`src/rtl/ps2_pkg.sv`:
```
// Shared definitions for the PS/2 host-side blocks: FSM encoding,
// common keyboard command bytes and the frame parity helper.
package ps2_pkg;

  typedef enum logic [2:0] {
    IDLE,
    INHIBIT,
    REQ,
    DATA,
    PARITY,
    ACK,
    WAIT_IDLE
  } ps2_state_e;

  localparam logic [7:0] PS2_CMD_SET_LEDS = 8'hED;
  localparam logic [7:0] PS2_CMD_RESET    = 8'hFF;
  localparam logic [7:0] PS2_CMD_ENABLE   = 8'hF4;
  localparam logic [7:0] PS2_ACK_BYTE     = 8'hFA;

  // PS/2 frames use odd parity: data bits plus parity bit hold an odd count of ones.
  function automatic logic odd_parity(input logic [7:0] b);
    return ~^b;
  endfunction

endpackage

```
`src/rtl/ps2_line_sync.sv`:
```
// Two-flop synchronizer for one raw PS/2 pin plus a falling-edge strobe.
// Flops reset to 1 so an idle (released, pulled-up) line never looks like a fall.
module ps2_line_sync (
  input  logic clock,
  input  logic reset,
  input  logic pin_in,
  output logic level,
  output logic fall
);

  logic meta_q, meta_d;
  logic sync_q, sync_d;
  logic prev_q, prev_d;

  // Next values of the synchronizer chain and the edge-history flop.
  always_comb begin
    meta_d = pin_in;
    sync_d = meta_q;
    prev_d = sync_q;
  end

  // Synchronizer registers.
  always_ff @(posedge clock or posedge reset) begin
    if (reset) begin
      meta_q <= 1'b1;
      sync_q <= 1'b1;
      prev_q <= 1'b1;
    end else begin
      meta_q <= meta_d;
      sync_q <= sync_d;
      prev_q <= prev_d;
    end
  end

  assign level = sync_q;
  assign fall  = prev_q & ~sync_q;

endmodule

```
`src/rtl/ps2_host_tx.sv`:
```
// PS/2 host-to-device transmitter: inhibits the bus, requests to send,
// shifts one byte out LSB first with odd parity and stop bit on the
// device-generated clock, then checks the device ACK.
module ps2_host_tx
  import ps2_pkg::*;
#(
  parameter int INHIBIT_CYCLES       = 1200,
  parameter int START_TIMEOUT_CYCLES = 150000,
  parameter int BIT_TIMEOUT_CYCLES   = 20000
) (
  input  logic       clock,
  input  logic       reset,
  input  logic [7:0] tx_data,
  input  logic       tx_start,
  input  logic       ps2_clk_in,
  input  logic       ps2_data_in,
  output logic       ps2_clk_oe,
  output logic       ps2_data_oe,
  output logic       busy,
  output logic       tx_done,
  output logic       tx_error
);

  localparam int MAX_AB  = (INHIBIT_CYCLES > START_TIMEOUT_CYCLES) ? INHIBIT_CYCLES
                                                                   : START_TIMEOUT_CYCLES;
  localparam int MAX_CNT = (MAX_AB > BIT_TIMEOUT_CYCLES) ? MAX_AB : BIT_TIMEOUT_CYCLES;
  localparam int CNT_W   = $clog2(MAX_CNT + 1);

  localparam logic [CNT_W-1:0] INH_LAST   = CNT_W'(INHIBIT_CYCLES - 1);
  localparam logic [CNT_W-1:0] INH_END    = CNT_W'(INHIBIT_CYCLES);
  localparam logic [CNT_W-1:0] START_LAST = CNT_W'(START_TIMEOUT_CYCLES - 1);
  localparam logic [CNT_W-1:0] BIT_LAST   = CNT_W'(BIT_TIMEOUT_CYCLES - 1);

  logic clk_level, clk_fall;
  logic data_level, unused_data_fall;

  ps2_line_sync u_clk_sync (
    .clock  (clock),
    .reset  (reset),
    .pin_in (ps2_clk_in),
    .level  (clk_level),
    .fall   (clk_fall)
  );

  ps2_line_sync u_data_sync (
    .clock  (clock),
    .reset  (reset),
    .pin_in (ps2_data_in),
    .level  (data_level),
    .fall   (unused_data_fall)
  );

  ps2_state_e       state_q, state_d;
  logic [CNT_W-1:0] cnt_q, cnt_d;
  logic [3:0]       idx_q, idx_d;
  logic [7:0]       shift_q, shift_d;
  logic             parity_q, parity_d;
  logic             ack_ok_q, ack_ok_d;
  logic             clk_oe_q, clk_oe_d;
  logic             data_oe_q, data_oe_d;
  logic             busy_q, busy_d;
  logic             done_q, done_d;
  logic             error_q, error_d;
  logic             expire;

  // Next-state and registered-output logic; a device fall beats a same-cycle timeout.
  always_comb begin
    state_d   = state_q;
    cnt_d     = cnt_q;
    idx_d     = idx_q;
    shift_d   = shift_q;
    parity_d  = parity_q;
    ack_ok_d  = ack_ok_q;
    clk_oe_d  = clk_oe_q;
    data_oe_d = data_oe_q;
    busy_d    = busy_q;
    done_d    = 1'b0;
    error_d   = 1'b0;
    expire    = 1'b0;

    case (state_q)
      IDLE: begin
        if (tx_start) begin
          shift_d  = tx_data;
          parity_d = odd_parity(tx_data);
          cnt_d    = '0;
          idx_d    = '0;
          ack_ok_d = 1'b0;
          clk_oe_d = 1'b1;
          busy_d   = 1'b1;
          state_d  = INHIBIT;
        end
      end

      INHIBIT: begin
        // Start bit goes low one cycle before the clock line is let go.
        if (cnt_q == INH_END) begin
          clk_oe_d = 1'b0;
          cnt_d    = '0;
          state_d  = REQ;
        end else begin
          if (cnt_q == INH_LAST) data_oe_d = 1'b1;
          cnt_d = cnt_q + CNT_W'(1);
        end
      end

      REQ: begin
        if (clk_fall) begin
          data_oe_d = ~shift_q[0];
          idx_d     = 4'd1;
          cnt_d     = '0;
          state_d   = DATA;
        end else if (cnt_q == START_LAST) begin
          expire = 1'b1;
        end else begin
          cnt_d = cnt_q + CNT_W'(1);
        end
      end

      DATA, PARITY, ACK: begin
        if (clk_fall) begin
          cnt_d = '0;
          if (state_q == DATA) begin
            if (idx_q == 4'd8) begin
              data_oe_d = ~parity_q;
              state_d   = PARITY;
            end else begin
              data_oe_d = ~shift_q[idx_q[2:0]];
              idx_d     = idx_q + 4'd1;
            end
          end else if (state_q == PARITY) begin
            data_oe_d = 1'b0;
            state_d   = ACK;
          end else begin
            ack_ok_d = ~data_level;
            state_d  = WAIT_IDLE;
          end
        end else if (cnt_q == BIT_LAST) begin
          expire = 1'b1;
        end else begin
          cnt_d = cnt_q + CNT_W'(1);
        end
      end

      WAIT_IDLE: begin
        if (clk_level && data_level) begin
          done_d  = ack_ok_q;
          error_d = ~ack_ok_q;
          busy_d  = 1'b0;
          cnt_d   = '0;
          idx_d   = '0;
          state_d = IDLE;
        end else if (clk_fall) begin
          cnt_d = '0;
        end else if (cnt_q == BIT_LAST) begin
          expire = 1'b1;
        end else begin
          cnt_d = cnt_q + CNT_W'(1);
        end
      end

      default: begin
        state_d = IDLE;
      end
    endcase

    if (expire) begin
      clk_oe_d  = 1'b0;
      data_oe_d = 1'b0;
      error_d   = 1'b1;
      busy_d    = 1'b0;
      cnt_d     = '0;
      idx_d     = '0;
      state_d   = IDLE;
    end
  end

  // State, datapath and output registers; reset releases both lines at once.
  always_ff @(posedge clock or posedge reset) begin
    if (reset) begin
      state_q   <= IDLE;
      cnt_q     <= '0;
      idx_q     <= '0;
      shift_q   <= '0;
      parity_q  <= 1'b0;
      ack_ok_q  <= 1'b0;
      clk_oe_q  <= 1'b0;
      data_oe_q <= 1'b0;
      busy_q    <= 1'b0;
      done_q    <= 1'b0;
      error_q   <= 1'b0;
    end else begin
      state_q   <= state_d;
      cnt_q     <= cnt_d;
      idx_q     <= idx_d;
      shift_q   <= shift_d;
      parity_q  <= parity_d;
      ack_ok_q  <= ack_ok_d;
      clk_oe_q  <= clk_oe_d;
      data_oe_q <= data_oe_d;
      busy_q    <= busy_d;
      done_q    <= done_d;
      error_q   <= error_d;
    end
  end

  assign ps2_clk_oe  = clk_oe_q;
  assign ps2_data_oe = data_oe_q;
  assign busy        = busy_q;
  assign tx_done     = done_q;
  assign tx_error    = error_q;

endmodule

```
`config.mk`:
```
export PLATFORM = sky130hd
export DESIGN_NAME = ps2_host_tx
export DESIGN_NICKNAME = d
export VERILOG_FILES = /design/src/rtl/ps2_pkg.sv /design/src/rtl/ps2_line_sync.sv /design/src/rtl/ps2_host_tx.sv
export SDC_FILE = /design/constraint.sdc
export NUM_CORES = 1
export LEC_CHECK = 0
export CAP_MARGIN = 20
export CORE_UTILIZATION = 53
export CTS_CLUSTER_DIAMETER = 200
export DETAILED_ROUTE_END_ITERATION = 10
export HOLD_SLACK_MARGIN = 0.15
export PLACE_DENSITY = 0.76
export SETUP_SLACK_MARGIN = 0.15
export SYNTH_ARGS = -nofsm -noshare
export SYNTH_HDL_FRONTEND = slang
export SYNTH_SLANG_ARGS = --single-unit
```
`constraint.sdc`:
```
create_clock -name clock -period 1.9 [get_ports clock]
set_input_delay 0.38 -clock clock [delete_from_list [all_inputs] [get_ports clock]]
set_output_delay 0.38 -clock clock [all_outputs]
set_load 0.005 [all_outputs]
```
Word level (Yosys, flattened, before mapping) --
Cells that the tools add are included.
Storage, ports and cells: input port bits 13, flip-flop bits (word level) 45
Operators by class: magnitude comparators 1, equality and inequality tests 27, add/sub/neg operators 2, reductions and logical operators 18, mux-type cells 61, bitwise operators 7
Operators by type and width (number):
- two-way mux 18 bit | 8
- one-hot mux 18 bit (5 select lines) | 1
- equality test 18 x 11 -> 1 bit, second input constant | 2
- two-way mux 1 bit | 28
- two-way mux 4 bit | 7
- inequality test 3 bit, second input constant | 9
- two-way mux 3 bit | 8
- adder 18 x 1 -> 18 bit, second input constant | 1
- equality test 18 x 15 -> 1 bit, second input constant | 1
- equality test 18 bit, second input constant | 1
- one-hot mux 4 bit (4 select lines) | 1
- one-hot mux 3 bit (5 select lines) | 1
- inequality test 4 bit, second input constant | 3
- AND reduction 6 bit | 2
- equality test 3 bit, second input constant | 3
- AND reduction 3 bit | 3
- inequality test 2 bit, second input constant | 4
- XNOR reduction 8 bit | 1
- AND reduction 7 bit | 1
- equality test 3 x 2 -> 1 bit, second input constant | 2
- inverter 1 bit | 6
- one-hot mux 1 bit (2 select lines) | 3
- one-hot mux 1 bit (3 select lines) | 2
- nonzero test 3 bit | 2
- 16 further kinds | 16

Depth between registers and ports, before layout --
depth in word-level cells 8, depth in mapped cells 8, gate-level depth less buffers 8

Hierarchy --
A second synthesis with hierarchy kept.
Second synthesis, totals: cells, all modules 294, area total of the unflattened synthesis 2705.1 sq um
Modules (own cells, without submodules):
- ps2_host_tx | cells each 284, area an instance 2512.4 sq um, times used 1
- ps2_line_sync | cells each 5, area an instance 96.3 sq um, times used 2

Worst setup path after synthesis --
Ideal clock, no wire load.
kind reg2reg, from reg cnt_q[16], to reg clk_oe_q (netlist: ps2_clk_oe), stages on the path, launching flop included 7, setup slack -0.188 ns, arrival time 1.970 ns, setup time 0.118 ns, data required time 1.782 ns, cell sequence dfrtp_1 > or2b_1 > or4_4 > or4_4 > nand2_2 > o21ai_1 > a21o_1
On the way: cells in the longest elaborated chain, start to end 7, elaborated cells on any way between the ends 14, classes of those cells eq/ne (5); mux (7); reduce/logical (2)
RTL lines:
- from (decl) | line ps2_host_tx.sv:54 | logic [CNT_W-1:0] cnt_q, cnt_d;
- from (signal assigned) | line ps2_host_tx.sv:194 | cnt_q <= cnt_d;
- equality test 18 x 15 -> 1 bit | line ps2_host_tx.sv:138, ps2_host_tx.sv:155
- two-way mux 1 bit | line ps2_host_tx.sv:138, ps2_host_tx.sv:155
- two-way mux 1 bit | line ps2_host_tx.sv:121 | if (clk_fall) begin
- two-way mux 1 bit | line ps2_host_tx.sv:146 | if (clk_level && data_level) begin
- one-hot mux 1 bit (3 select lines) | line ps2_host_tx.sv:81 | case (state_q)
- inequality test 3 bit (no line) or nonzero test 3 bit (tied branches)
- AND reduction 3 bit (no line)
- to (signal assigned) | line ps2_host_tx.sv:199 | clk_oe_q <= clk_oe_d;
- to (decl) | line ps2_host_tx.sv:59 | logic clk_oe_q, clk_oe_d;
Parallel ways exist; a longest one is shown, timed or not. A chain may end at the register's enable or synchronous reset.

Worst setup path after layout --
from reg cnt_q[16], to reg cnt_q[6]
On the way: cells in the longest elaborated chain, start to end 7, elaborated cells on any way between the ends 19, classes of those cells eq/ne (5); mux (12); reduce/logical (2)
RTL lines (line):
- equality test 18 x 15 -> 1 bit | ps2_host_tx.sv:138, ps2_host_tx.sv:155
- two-way mux 1 bit | ps2_host_tx.sv:138, ps2_host_tx.sv:155
- two-way mux 1 bit | ps2_host_tx.sv:121
- two-way mux 1 bit | ps2_host_tx.sv:146
- one-hot mux 1 bit (3 select lines) | ps2_host_tx.sv:81
- inequality test 4 bit (no line), or another cell as far along
- AND reduction 3 bit (no line)
Parallel ways exist; a longest one is shown, timed or not.

==> results by group <==
Yosys
  – Synth area leader: dfrtp_1
  – Post-synthesis mux area share: 6.90%
  – Post-synthesis cell area: 2700 sq um
  – Largest family of logic cells by synthesized area: simple AND/OR/NAND/NOR gates
  – Yosys top cell area share: 37.1%
  – Post-synthesis sequential area ratio: 41.9%
  – Mean Syn Cell Area: 9.64 sq um
  – Fraction of registers with async set/reset: 100%
  – Synth Area in Compound Gates: 18.5%
  – Fraction of the mapped netlist area in simple logic gates: 23.9%
  – Number of flops mapped to enable cells by yosys: 0
  – Cells after synthesis: 280
  – Total number of yosys warnings: 0
  – Synthesized Nets: 297
  – #FFs+latches synth: 45
  – Synth Flop Type: dfrtp_1
  – Top post-synthesis cells by area: dfrtp_1, dfstp_2, nand3_1
  – Post-Synth Adder-Cell Area: 1.85%
  – Synth Area in XOR/XNOR: 2.92%
  – Synth cell types: 70

Layout
  – Final #Nets: 389
  – N_diodes: 0
  – Most frequent cells in the layout: buf_4, dfrtp_1, nand2_1, nand3_1, clkdlybuf4s50_1
  – Leading cell type in the layout, fill and taps excluded: buf_4
  – Area growth from synthesis to layout: 39.5%
  – Layout cell share with drive strength beyond 1: 38.6%

Global route
  – Met2 Use GR: 46.4%
  – Number of global-route vias before repair: 2562
  – Met3 GRT Util: 5.49%
  – Gr usage total: 30.7%
  – First-pass GRT wire length: 12400 um
  – Met1 GRT Util: 44.1%
  – Gr busiest metal: met2
  – Initial antenna violation count: 0
  – Total grt overflow: 0
  – Largest net degree at the start of global routing: 21

STA
  – Worst slew margin: 70.2%
  – Count of final max-slew check failures: 0
  – Total Neg Setup Slack: -2620 ps
  – Setup Skew: 14.6 ps
  – Final setup margin: -191 ps
  – Final Setup Violations: 27
  – Worst Max-Slew Pin Slew: 447 ps
  – Post-route minimum period: 2090 ps
  – Final Hold Fails: 0
  – Max Freq: 478 MHz
  – Fin crit share: 110%
  – Unrepaired setup endpoints after global routing: yes

Critical path
  – Reg2Reg Launch Point: cnt_q[16]$_DFFE_PP0P_
  – R2r endpoint: cnt_q[6]$_DFFE_PP0P_
  – Worst R2R Setup Slack: -190 ps
  – Crit path DAT: 2260 ps
  – Critical path required time: 2070 ps
  – Startpoint types: register
  – Crit path capture: cnt_q[6]$_DFFE_PP0P_
  – Crit path kind: reg2reg
  – Critical path capture point type: register
  – Worst R2R Path Depth: 7
  – Crit-path max FO: 15
  – Critical Path Source: cnt_q[16]$_DFFE_PP0P_

Detailed routing
  – DR WL/cell: 17.1 um
  – Drt first pass iters: 5
  – DRT iter0 DRCs: 244
  – Residual DRC: 0
  – Via count: 2686
  – WL final: 7520 um
  – Vias/cell: 6.10
  – Post-DRT Antenna Nets: 0

Die
  – Core area: 4820 sq um
  – Rows: 25
  – Die width: 73.4 um
  – Die Footprint: 5380 sq um
  – Starting Density: 56.1%
  – IO Count: 18
  – Die H: 73.4 um

Clocking
  – Max Root-Sink Buffers: 2
  – Num CTS Buffers: 5
  – Worst-path clk slew: 90 ps
  – # clock sinks: 45
  – H-tree depth: 2
  – Hold-fix buffers, CTS: 0
  – Worst-Skew Late Latency: 310 ps
  – TritonCTS clock tree: yes
  – Clock root buffer: clkbuf_8

Hold path
  – Worst Hold Class: reg2reg

Placement
  – Post-place setup slack: -301 ps
  – GP Congestion: 0.898
  – Hpwl dp: 5150 um
  – IO Port Bufs: 17

Pwr
  – Peak VDD IR: 0.800 mV
  – PwrDens: 1270 nW/um^2
  – P_leak: 1.63 nW

Run status
  – Violated checks: setup timing
  – Status: finished with violations

Flow run
  – Maximum Capacitance Violations: 0
## flip-flops by register name, indices dropped and copies added, names as in the netlist
| name | cells |
|---|---|
| u_clk_sync.prev_q | 1 |
| ack_ok_q | 1 |
| tx_done | 1 |
| parity_q | 1 |
| u_clk_sync.meta_q | 1 |
| cnt_q | 18 |
| busy | 1 |
| tx_error | 1 |
| shift_q | 8 |
| u_data_sync.level | 1 |
| idx_q | 4 |
| state_q | 3 |
| u_clk_sync.level | 1 |
| u_data_sync.meta_q | 1 |
| ps2_data_oe | 1 |
| ps2_clk_oe | 1 |
## timing repair
item,CTS,global route
pin swaps,9,2
endpoints found under the setup margin,38,38
gates resized for setup,26,8
cloned,1,0
buffers inserted,6,1
## where the power goes
group	switching, mW	leakage (nW)	total [mW]	internal, mW
Combinational	1.30	1.01	2.69	1.39
Sequential	0.215	0.569	1.43	1.22
Clock	0.354	0.0518	0.656	0.302
## per-layer routing
layer  wire length (um)  vias up
met1               3330     1292
met4                144        0
met5                  0        -
li1                   -     1233
met2               3480      142
met3                558       19
## per-stage QoR
step | cell area (sq um) | std cells | util [%] | total power, mW | hold WS [ps]
finish | 3770 | 440 | 78.2 | 4.78 | 359
global placement | 3480 | 424 | 72.2 | 3.64 | 347
floorplan | 2750 | 280 | - | 2.82 | 345
detailed placement | 3480 | 424 | 72.2 | 3.72 | 347
global route | 3770 | 440 | 78.2 | 5.07 | 363
CTS | 3730 | 439 | 77.4 | 4.62 | 360
## area by class of cell
cell class              count  area, sq um
well taps                  67         83.8
multi-input cells         213         1610
inverters                  13         48.8
flip-flops and latches     45         1130
fillers                   310         1050
clock buffers               6         82.6
repair buffers             94          791
clock inverters             2         17.5
## cell usage after synthesis, types with 4 or more instances
cell type  instances
nand2b_1           4
nor2_1            17
nand3_1           22
dfstp_2            5
inv_1             13
and3_1             5
dfrtp_1           40
a21oi_1           20
o21ai_0            7
mux2i_1            4
nor3_1             7
ha_1               4
nand2_1           23
xnor2_1            9
mux2_2             9
o21ai_1            4
a31oi_1           12
## worst min path at each step
stage	start	depth (start not counted)	end	slack [ps]
3_3_place_gp	u_data_sync.meta_q$_DFF_PP1_	0	u_data_sync.level$_DFF_PP1_	350
5_1_grt	u_data_sync.meta_q$_DFF_PP1_	0	u_data_sync.level$_DFF_PP1_	360
2_1_floorplan	u_clk_sync.meta_q$_DFF_PP1_	0	u_clk_sync.level$_DFF_PP1_	350
6_report	u_clk_sync.meta_q$_DFF_PP1_	0	u_clk_sync.level$_DFF_PP1_	360
4_1_cts	u_data_sync.meta_q$_DFF_PP1_	0	u_data_sync.level$_DFF_PP1_	360
3_5_place_dp	u_clk_sync.meta_q$_DFF_PP1_	0	u_clk_sync.level$_DFF_PP1_	350
## critical path, stage by stage, from the launching register on
cell	delay, ps
dfrtp_1	400
or2b_1	230
or4_4	430
nor4_2	310
o21ai_2	160
buf_12	180
o211ai_1	120
a31oi_1	140
## logic make-up after synthesis
kind of cell,Yosys count
buffers and inverters,22
xor gates and xnor gates,9
AOI/OAI and AO/OA,73
DFF,45
adders and majority gates,4
and+or+nand+nor,112
muxes,15
Note: power is estimated with default switching activity, not from simulation.
